--- src/rtl/keypad_pkg.sv ---
// keypad_pkg: shared types, key-value constants and the key decode
// function for the matrix-keypad scanner.
package keypad_pkg;

    typedef enum logic [1:0] {
        SCAN,
        DEBOUNCE,
        HELD,
        RELEASE
    } keypad_state_t;

    localparam logic [3:0] KEY_STAR = 4'd10;
    localparam logic [3:0] KEY_HASH = 4'd11;
    localparam logic [3:0] KEY_A    = 4'd12;
    localparam logic [3:0] KEY_B    = 4'd13;
    localparam logic [3:0] KEY_C    = 4'd14;
    localparam logic [3:0] KEY_D    = 4'd15;

    // Phone-style layout for 3- and 4-column pads; the fourth column
    // carries A..D. Anything else falls back to the raw index.
    function automatic logic [3:0] key_decode(
        input int unsigned idx,
        input int unsigned cols
    );
        int unsigned r;
        int unsigned c;
        int unsigned i3;
        logic [3:0]  v;
        r  = idx / cols;
        c  = idx % cols;
        i3 = r * 3 + c;
        v  = 4'(idx);
        if ((cols == 3 || cols == 4) && r < 4) begin
            if (c == 3) begin
                case (r)
                    0:       v = KEY_A;
                    1:       v = KEY_B;
                    2:       v = KEY_C;
                    default: v = KEY_D;
                endcase
            end else if (i3 < 9) begin
                v = 4'(i3 + 1);
            end else if (i3 == 9) begin
                v = KEY_STAR;
            end else if (i3 == 10) begin
                v = 4'd0;
            end else begin
                v = KEY_HASH;
            end
        end
        return v;
    endfunction

endpackage

--- src/rtl/keypad_if.sv ---
// keypad_if: key-event bundle from the scanner to the entry logic.
// key_valid/key_idx/key_value/key_held/multi_err; master drives them.
interface keypad_if #(
    parameter int ROWS = 4,
    parameter int COLS = 3
);
    localparam int IDX_W = $clog2(ROWS * COLS);

    logic             key_valid;
    logic [IDX_W-1:0] key_idx;
    logic [3:0]       key_value;
    logic             key_held;
    logic             multi_err;

    modport master (
        output key_valid, key_idx, key_value, key_held, multi_err
    );

    modport slave (
        input key_valid, key_idx, key_value, key_held, multi_err
    );

endinterface

--- src/rtl/keypad_sync.sv ---
// keypad_sync: W-bit two-flop synchroniser, resets to all-ones.
// Ports: clk, rst_n (async, active-low), d (async in), q (synced out).
module keypad_sync #(
    parameter int W = 4
) (
    input  logic         clk,
    input  logic         rst_n,
    input  logic [W-1:0] d,
    output logic [W-1:0] q
);

    logic [W-1:0] s1;

    always_ff @(posedge clk or negedge rst_n) begin
        if (!rst_n) begin
            s1 <= '1;
            q  <= '1;
        end else begin
            s1 <= d;
            q  <= s1;
        end
    end

endmodule

--- src/rtl/keypad_scanner.sv ---
// keypad_scanner: column-strobed keypad scan with press/release
// debounce. Ports: clk, rst_n, row_n (async rows), col_n (one-hot-low
// strobes), kif (keypad_if.master key events). Auto-repeat in HELD is
// built only when KEYPAD_REPEAT_EN is defined.
module keypad_scanner
    import keypad_pkg::*;
#(
    parameter int ROWS            = 4,
    parameter int COLS            = 3,
    parameter int SCAN_DIV        = 16,
    parameter int DEBOUNCE_CYCLES = 1024,
    parameter int REPEAT_DELAY    = 500000,
    parameter int REPEAT_RATE     = 100000
) (
    input  logic            clk,
    input  logic            rst_n,
    input  logic [ROWS-1:0] row_n,
    output logic [COLS-1:0] col_n,
    keypad_if.master        kif
);

    localparam int IDX_W = $clog2(ROWS * COLS);
    localparam int CW    = $clog2(COLS);
    localparam int RW    = $clog2(ROWS);
    localparam int DW    = $clog2(SCAN_DIV);
    localparam int BW    = $clog2(DEBOUNCE_CYCLES);

    if (ROWS < 2 || ROWS > 8 || COLS < 2 || COLS > 8 ||
        SCAN_DIV < 4 || DEBOUNCE_CYCLES < 2 ||
        REPEAT_DELAY < 2 || REPEAT_RATE < 2) begin : g_bad_cfg
        $error("keypad_scanner: parameter out of range");
    end

    keypad_state_t    state;
    keypad_state_t    state_nx;
    logic [ROWS-1:0]  rs;
    logic [ROWS-1:0]  low;
    logic [ROWS-1:0]  pat;
    logic [RW-1:0]    rsel;
    logic [RW-1:0]    row_q;
    logic [CW-1:0]    c;
    logic [DW-1:0]    dcnt;
    logic [BW-1:0]    bcnt;
    logic [IDX_W-1:0] idx_n;
    logic             sample;
    logic             all_high;
    logic             one_low;
    logic             match;
    logic             deb_done;
    logic             rel_done;
    logic             rep_fire;
    logic             adv;
    logic             evt;
    logic             err;

    keypad_sync #(.W(ROWS)) u_sync (
        .clk   (clk),
        .rst_n (rst_n),
        .d     (row_n),
        .q     (rs)
    );

    assign low      = ~rs;
    assign all_high = &rs;
    assign one_low  = !all_high && ((low & (low - 1'b1)) == '0);
    assign match    = (rs == pat);
    assign sample   = (state == SCAN) && (dcnt == DW'(SCAN_DIV - 1));
    assign deb_done = (state == DEBOUNCE) && match &&
                      (bcnt == BW'(DEBOUNCE_CYCLES - 1));
    assign rel_done = (state == RELEASE) && all_high &&
                      (bcnt == BW'(DEBOUNCE_CYCLES - 1));
    assign idx_n    = IDX_W'(int'(row_q) * COLS + int'(c));
    assign col_n    = ~(COLS'(1) << c);

    always_comb begin
        rsel = '0;
        for (int i = 0; i < ROWS; i++) begin
            if (low[i]) rsel = RW'(i);
        end
    end

    always_ff @(posedge clk or negedge rst_n) begin
        if (!rst_n) state <= SCAN;
        else        state <= state_nx;
    end

    always_comb begin
        state_nx = state;
        unique case (state)
            SCAN:     if (sample && one_low) state_nx = DEBOUNCE;
            DEBOUNCE: begin
                if (!match)        state_nx = SCAN;
                else if (deb_done) state_nx = HELD;
            end
            HELD:     if (all_high) state_nx = RELEASE;
            RELEASE:  if (rel_done) state_nx = SCAN;
            default:  state_nx = SCAN;
        endcase
    end

    always_comb begin
        adv = (sample && !one_low) ||
              (state == DEBOUNCE && !match) ||
              rel_done;
        evt = deb_done || rep_fire;
        err = sample && !all_high && !one_low;
    end

`ifdef KEYPAD_REPEAT_EN
    localparam int RMAX = (REPEAT_DELAY > REPEAT_RATE) ?
                          REPEAT_DELAY : REPEAT_RATE;
    localparam int RPW  = $clog2(RMAX + 1);

    logic [RPW-1:0] rcnt;
    logic [RPW-1:0] rlim;
    logic           rfirst;

    // rcnt counts cycles since the last pulse; the first gap is longer.
    assign rlim     = rfirst ? RPW'(REPEAT_DELAY - 1) :
                               RPW'(REPEAT_RATE - 1);
    assign rep_fire = (state == HELD) && !all_high && (rcnt == rlim);

    always_ff @(posedge clk or negedge rst_n) begin
        if (!rst_n) begin
            rcnt   <= '0;
            rfirst <= 1'b1;
        end else if (state != HELD) begin
            rcnt   <= '0;
            rfirst <= 1'b1;
        end else if (rep_fire) begin
            rcnt   <= '0;
            rfirst <= 1'b0;
        end else begin
            rcnt   <= rcnt + 1'b1;
        end
    end
`else
    assign rep_fire = 1'b0;
`endif

    always_ff @(posedge clk or negedge rst_n) begin
        if (!rst_n) begin
            c             <= '0;
            dcnt          <= '0;
            bcnt          <= '0;
            pat           <= '1;
            row_q         <= '0;
            kif.key_valid <= 1'b0;
            kif.multi_err <= 1'b0;
            kif.key_held  <= 1'b0;
            kif.key_idx   <= '0;
            kif.key_value <= '0;
        end else begin
            kif.key_valid <= evt;
            kif.multi_err <= err;
            if (adv) c <= (c == CW'(COLS - 1)) ? '0 : c + 1'b1;
            dcnt <= (state == SCAN && !sample) ? dcnt + 1'b1 : '0;
            if (sample && one_low) begin
                pat   <= rs;
                row_q <= rsel;
            end
            // One counter serves both press and release runs.
            if ((state == DEBOUNCE && match && !deb_done) ||
                (state == RELEASE && all_high && !rel_done))
                bcnt <= bcnt + 1'b1;
            else
                bcnt <= '0;
            if (deb_done) begin
                kif.key_idx   <= idx_n;
                kif.key_value <= key_decode(32'(idx_n), COLS);
                kif.key_held  <= 1'b1;
            end else if (rel_done) begin
                kif.key_held  <= 1'b0;
            end
        end
    end

endmodule

--- src/flat_wrapper.sv ---
// flat-port wrapper written by rule: the top's interface ports become plain ports
module keypad_scanner_flat import keypad_pkg::*;
#(
    parameter int ROWS            = 4,
    parameter int COLS            = 3,
    parameter int SCAN_DIV        = 16,
    parameter int DEBOUNCE_CYCLES = 1024,
    parameter int REPEAT_DELAY    = 500000,
    parameter int REPEAT_RATE     = 100000
)
  (clk, rst_n, row_n, col_n, kif_key_valid, kif_key_idx, kif_key_value, kif_key_held, kif_multi_err);
  keypad_if #(.ROWS(ROWS), .COLS(COLS)) kif_i ();
  input  logic clk;
  input  logic rst_n;
  input  logic [ROWS-1:0] row_n;
  output logic [COLS-1:0] col_n;
  output wire logic [$bits(kif_i.key_valid)-1:0] kif_key_valid;
  output wire logic [$bits(kif_i.key_idx)-1:0] kif_key_idx;
  output wire logic [$bits(kif_i.key_value)-1:0] kif_key_value;
  output wire logic [$bits(kif_i.key_held)-1:0] kif_key_held;
  output wire logic [$bits(kif_i.multi_err)-1:0] kif_multi_err;
  assign kif_key_valid = kif_i.key_valid;
  assign kif_key_idx = kif_i.key_idx;
  assign kif_key_value = kif_i.key_value;
  assign kif_key_held = kif_i.key_held;
  assign kif_multi_err = kif_i.multi_err;
  keypad_scanner #(.ROWS(ROWS), .COLS(COLS), .SCAN_DIV(SCAN_DIV), .DEBOUNCE_CYCLES(DEBOUNCE_CYCLES), .REPEAT_DELAY(REPEAT_DELAY), .REPEAT_RATE(REPEAT_RATE)) u_core (.clk(clk), .rst_n(rst_n), .row_n(row_n), .col_n(col_n), .kif(kif_i));
endmodule
--- config.mk ---
export PLATFORM = sky130hd
export DESIGN_NAME = keypad_scanner_flat
export DESIGN_NICKNAME = d
export VERILOG_FILES = /design/src/rtl/keypad_pkg.sv /design/src/rtl/keypad_if.sv /design/src/rtl/keypad_sync.sv /design/src/rtl/keypad_scanner.sv /design/src/flat_wrapper.sv
export SDC_FILE = /design/constraint.sdc
export NUM_CORES = 1
export LEC_CHECK = 0
export CAP_MARGIN = 0
export CORE_ASPECT_RATIO = 1.5
export CORE_UTILIZATION = 40
export CTS_BUF_LIST = sky130_fd_sc_hd__clkbuf_4 sky130_fd_sc_hd__clkbuf_8
export CTS_CLUSTER_DIAMETER = 200
export DETAILED_ROUTE_END_ITERATION = 7
export SLEW_MARGIN = 20
export SYNTH_ARGS = -nofsm -noshare
export SYNTH_HDL_FRONTEND = slang
export SYNTH_SLANG_ARGS = --single-unit
--- constraint.sdc ---
create_clock -name clk -period 12.8 [get_ports clk]
set_clock_uncertainty 0.05 [all_clocks]
set_input_delay 2.56 -clock clk [delete_from_list [all_inputs] [get_ports clk]]
set_output_delay 2.56 -clock clk [all_outputs]
set_load 0.1 [all_outputs]
==> impl_metrics.prom <==
# TYPE chip_impl_metric gauge
chip_impl_info{name="mostFrequentLayoutCells",value="sky130_fd_sc_hd__nor2_1, sky130_fd_sc_hd__dfrtp_1, sky130_fd_sc_hd__nand2_1, sky130_fd_sc_hd__inv_1, sky130_fd_sc_hd__ha_1"} 1
chip_impl_metric{name="grt_pass1_vias",unit=""} 2405
chip_impl_metric{name="worst-endpoint-arrival",unit="ps"} 8210
chip_impl_metric{name="antenna_violations_before_repair",unit=""} 0
chip_impl_metric{name="worst-endpoint-required",unit="ps"} 12930
chip_impl_metric{name="setup.reg_to_reg.worst_slack",unit="ps"} 4710
chip_impl_metric{name="routed_wire_length_per_instance",unit="µm"} 15.5
chip_impl_info{name="reg2reg_to",value="u_core.kif.key_value[0]"} 1
chip_impl_metric{name="cts_hold_buf",unit=""} 0
chip_impl_metric{name="floorplan.die_area",unit="mm²"} 0.00817
chip_impl_metric{name="globalRouteOverflowTotal",unit=""} 0
chip_impl_metric{name="cts-root-to-sink-buffers",unit=""} 2
chip_impl_metric{name="synth_edf_count",unit=""} 0
chip_impl_metric{name="layout.nets",unit=""} 372
chip_impl_metric{name="placement.io_buffers",unit=""} 19
chip_impl_metric{name="fin_max_slew_vios",unit=""} 0
chip_impl_metric{name="cts_setup_buffers",unit=""} 0
chip_impl_info{name="layout.cells.most_common",value="sky130_fd_sc_hd__nor2_1"} 1
chip_impl_metric{name="post_synth_num_cell_types",unit=""} 69
chip_impl_metric{name="setup_total_negative_slack",unit="ps"} 0
chip_impl_info{name="worst_hold_path_type",value="reg -> reg"} 1
chip_impl_metric{name="signed_area_change_from_the_synthesized_netlist_to_the_final_layout",unit="%"} 10.5
chip_impl_metric{name="drive_gt1_share",unit="%"} 12.5
chip_impl_metric{name="placedInstanceArea",unit="mm²"} 0.00336
chip_impl_metric{name="antennaDiodeCount",unit=""} 0
chip_impl_metric{name="yosysSeqAreaShare",unit="%"} 34.9
chip_impl_metric{name="grt_start_max_net_pins",unit=""} 44
chip_impl_metric{name="finalCriticalPeriod",unit="ps"} 8090
chip_impl_info{name="slowest_stage",value="sky130_fd_sc_hd__fa_1"} 1
chip_impl_metric{name="vias_after_detailed_routing",unit=""} 2448
chip_impl_metric{name="synthesis.yosys.warnings",unit=""} 0
chip_impl_info{name="worst_hold_path.endpoint",value="u_core.u_sync.q[1]"} 1
chip_impl_metric{name="final_antenna_net_count",unit=""} 0
chip_impl_metric{name="clock_insertion_delay_worst_skew",unit="ps"} 300
chip_impl_metric{name="via_per_inst",unit=""} 5.50
chip_impl_metric{name="synthesized_instance_count",unit=""} 332
chip_impl_metric{name="num_rows",unit=""} 39
chip_impl_metric{name="timing_hold_violations_final",unit=""} 0
chip_impl_metric{name="final-setup-viol-count",unit=""} 0
chip_impl_metric{name="die_w",unit="µm"} 74.1
chip_impl_metric{name="syn_area",unit="mm²"} 0.00312
chip_impl_metric{name="place_congestion",unit=""} 0.886
chip_impl_metric{name="synth.ff_latch_count",unit=""} 43
chip_impl_info{name="cts_root_buffer",value="sky130_fd_sc_hd__clkbuf_8"} 1
chip_impl_metric{name="post-route-drc-count",unit=""} 0
chip_impl_metric{name="clock-sinks",unit=""} 43
chip_impl_metric{name="synth-async-reset-ratio",unit="%"} 100
chip_impl_info{name="post-synth-top-area-cell",value="sky130_fd_sc_hd__dfrtp_1"} 1
chip_impl_metric{name="worst_slew_pin_slew",unit="ps"} 992
chip_impl_metric{name="routed_wirelength",unit="µm"} 6890
chip_impl_metric{name="critPathMaxFanout",unit=""} 18
chip_impl_info{name="critical_path.endpoint_type",value="register"} 1
chip_impl_metric{name="detail_route.iter0.violations",unit=""} 121
chip_impl_metric{name="detailedPlacementHpwl",unit="µm"} 5280
chip_impl_metric{name="initial_utilization",unit="%"} 41.0
chip_impl_metric{name="grtUsageTotal",unit="%"} 18.9
chip_impl_metric{name="core_area",unit="mm²"} 0.00761
chip_impl_metric{name="min_path_cells",unit=""} 0
chip_impl_info{name="unrepaired_setup_endpoints_after_global_routing",value="no"} 1
chip_impl_metric{name="placed_cells_incl_taps",unit=""} 437
chip_impl_info{name="timing.hold.worst.start",value="u_core.u_sync.s1[1]"} 1
chip_impl_info{name="synth_area_leaders",value="sky130_fd_sc_hd__dfrtp_1, sky130_fd_sc_hd__dfstp_2, sky130_fd_sc_hd__ha_1"} 1
chip_impl_metric{name="maxCapViolCount",unit=""} 0
chip_impl_metric{name="drt_pre_antenna_iters",unit=""} 4
chip_impl_metric{name="max_clock_freq",unit="MHz"} 124
chip_impl_metric{name="final_design_instance_area_without_fill",unit="mm²"} 0.00345
chip_impl_metric{name="clkSlewWorstSetupHoldPaths",unit="ps"} 80
chip_impl_metric{name="num_io_pins",unit=""} 20
chip_impl_info{name="synth_flop_cell",value="sky130_fd_sc_hd__dfrtp_1"} 1
chip_impl_info{name="rr_startpoint",value="u_core.c[1]"} 1
chip_impl_info{name="crit_type",value="reg -> reg"} 1
chip_impl_metric{name="rr_worst_depth",unit=""} 26
chip_impl_metric{name="cts_buffers",unit=""} 5
chip_impl_info{name="status",value="complete, no violations"} 1
chip_impl_metric{name="die_h",unit="µm"} 110
chip_impl_metric{name="htree_levels",unit=""} 2
chip_impl_metric{name="synth_top_area_share",unit="%"} 24.8
chip_impl_metric{name="postSynthNetCount",unit=""} 362
chip_impl_metric{name="grt_first_pass_wirelength",unit="µm"} 11700
chip_impl_metric{name="syn_avg_cell_area",unit="µm²"} 9.41
chip_impl_metric{name="remaining_max_slew_budget_at_the_tightest_pin",unit="%"} 33.7
chip_impl_info{name="cts_tree",value="yes"} 1
chip_impl_metric{name="timing.critical_path.slowest_cell_delay",unit="ps"} 830
chip_impl_info{name="worst_setup_path_start_kind",value="register"} 1
chip_impl_metric{name="finish.cell_count_without_fillers",unit=""} 445
chip_impl_metric{name="post_cts_resized",unit=""} 0
chip_impl_metric{name="period_share",unit="%"} 63.2
[per-stage QoR]
step           hold WS, ps  util (%)  setup slack, ps
2_1_floorplan          295         -             6100
3_3_place_gp           297      44.1             5020
3_5_place_dp           298      44.1             4820
4_1_cts                306      45.3             4770
5_1_grt                311      45.3             4160
6_report               310      45.3             4710
[cell type report]
class	count	area, µm²
clock buffers	7	83.8
clock inverters	1	5.00
fillers	772	4160
inverters	20	75.1
multi-input cells	252	1870
flip-flops and latches	43	1090
well taps	102	128
repair buffers	20	193
[worst max-delay path by stage]
stage	startpoint	end	slack (ps)
2_1_floorplan	u_core.c[1]	u_core.kif.key_value[3]	6100
3_3_place_gp	u_core.c[1]	u_core.kif.key_value[3]	5020
3_5_place_dp	u_core.c[1]	u_core.kif.key_value[3]	4820
4_1_cts	u_core.c[1]	u_core.kif.key_value[0]	4770
5_1_grt	u_core.c[1]	u_core.kif.key_value[0]	4160
6_report	u_core.c[1]	u_core.kif.key_value[0]	4710
[state kept, by name, summed over array words and instances (netlist names), named ones only]
name,count
u_core.c,2
u_core.kif.multi_err,1
u_core.u_sync.q,4
u_core.kif.key_valid,1
u_core.dcnt,4
u_core.row_q,2
u_core.u_sync.s1,4
u_core.kif.key_held,1
u_core.state,1
u_core.bcnt,10
u_core.kif.key_value,4
u_core.kif.key_idx,4
u_core.pat,4
[cells in the mapped netlist, drive strengths merged, types with 3 or more instances]
library cell,instances
fa,4
nor2b,4
clkbuf,7
nand2,21
ha,20
nand3,11
buf,10
nand4,3
inv,20
a211oi,3
nor3b,3
o21ai,16
a21oi,18
nor2,36
a31oi,5
nor3,10
mux2,6
dfstp,12
o21a,3
and3,6
mux2i,8
dfrtp,31
nand2b,5
xnor2,16
xor2,6
a21o,4
[routing by layer]
| layer | up-vias | share of wire, % | track usage [%] |
|---|---|---|---|
| li1 | 1202 | - | - |
| met1 | 1166 | 41 | 21.6 |
| met2 | 58 | 52 | 33.2 |
| met3 | 22 | 2.9 | 2.45 |
| met4 | 0 | 3.8 | 10.4 |
| met5 | - | 0 | 0 |
[worst max-delay path: cells and delay by family (launching register included)]
kind / cells / cell delay (ps)
adders and majority gates: 6 / 2890
and+or+nand+nor: 8 / 1960
AOI/OAI and AO/OA: 6 / 1770
muxes: 2 / 480
DFF: 1 / 350
buffers and inverters: 3 / 290
xor gates and xnor gates: 1 / 160
[cell families after synthesis]
group | Yosys count | share of synthesized area, %
compound gates | 74 | 18.4
flops | 43 | 34.9
simple gates | 118 | 20.0
buf+inv | 37 | 5.05
xor+xnor | 22 | 6.41
mux | 14 | 4.73
fa+ha+maj | 24 | 10.6
Power is not shown: default switching activity piles up to over one toggle a cycle in this logic, so the estimate is an artifact.
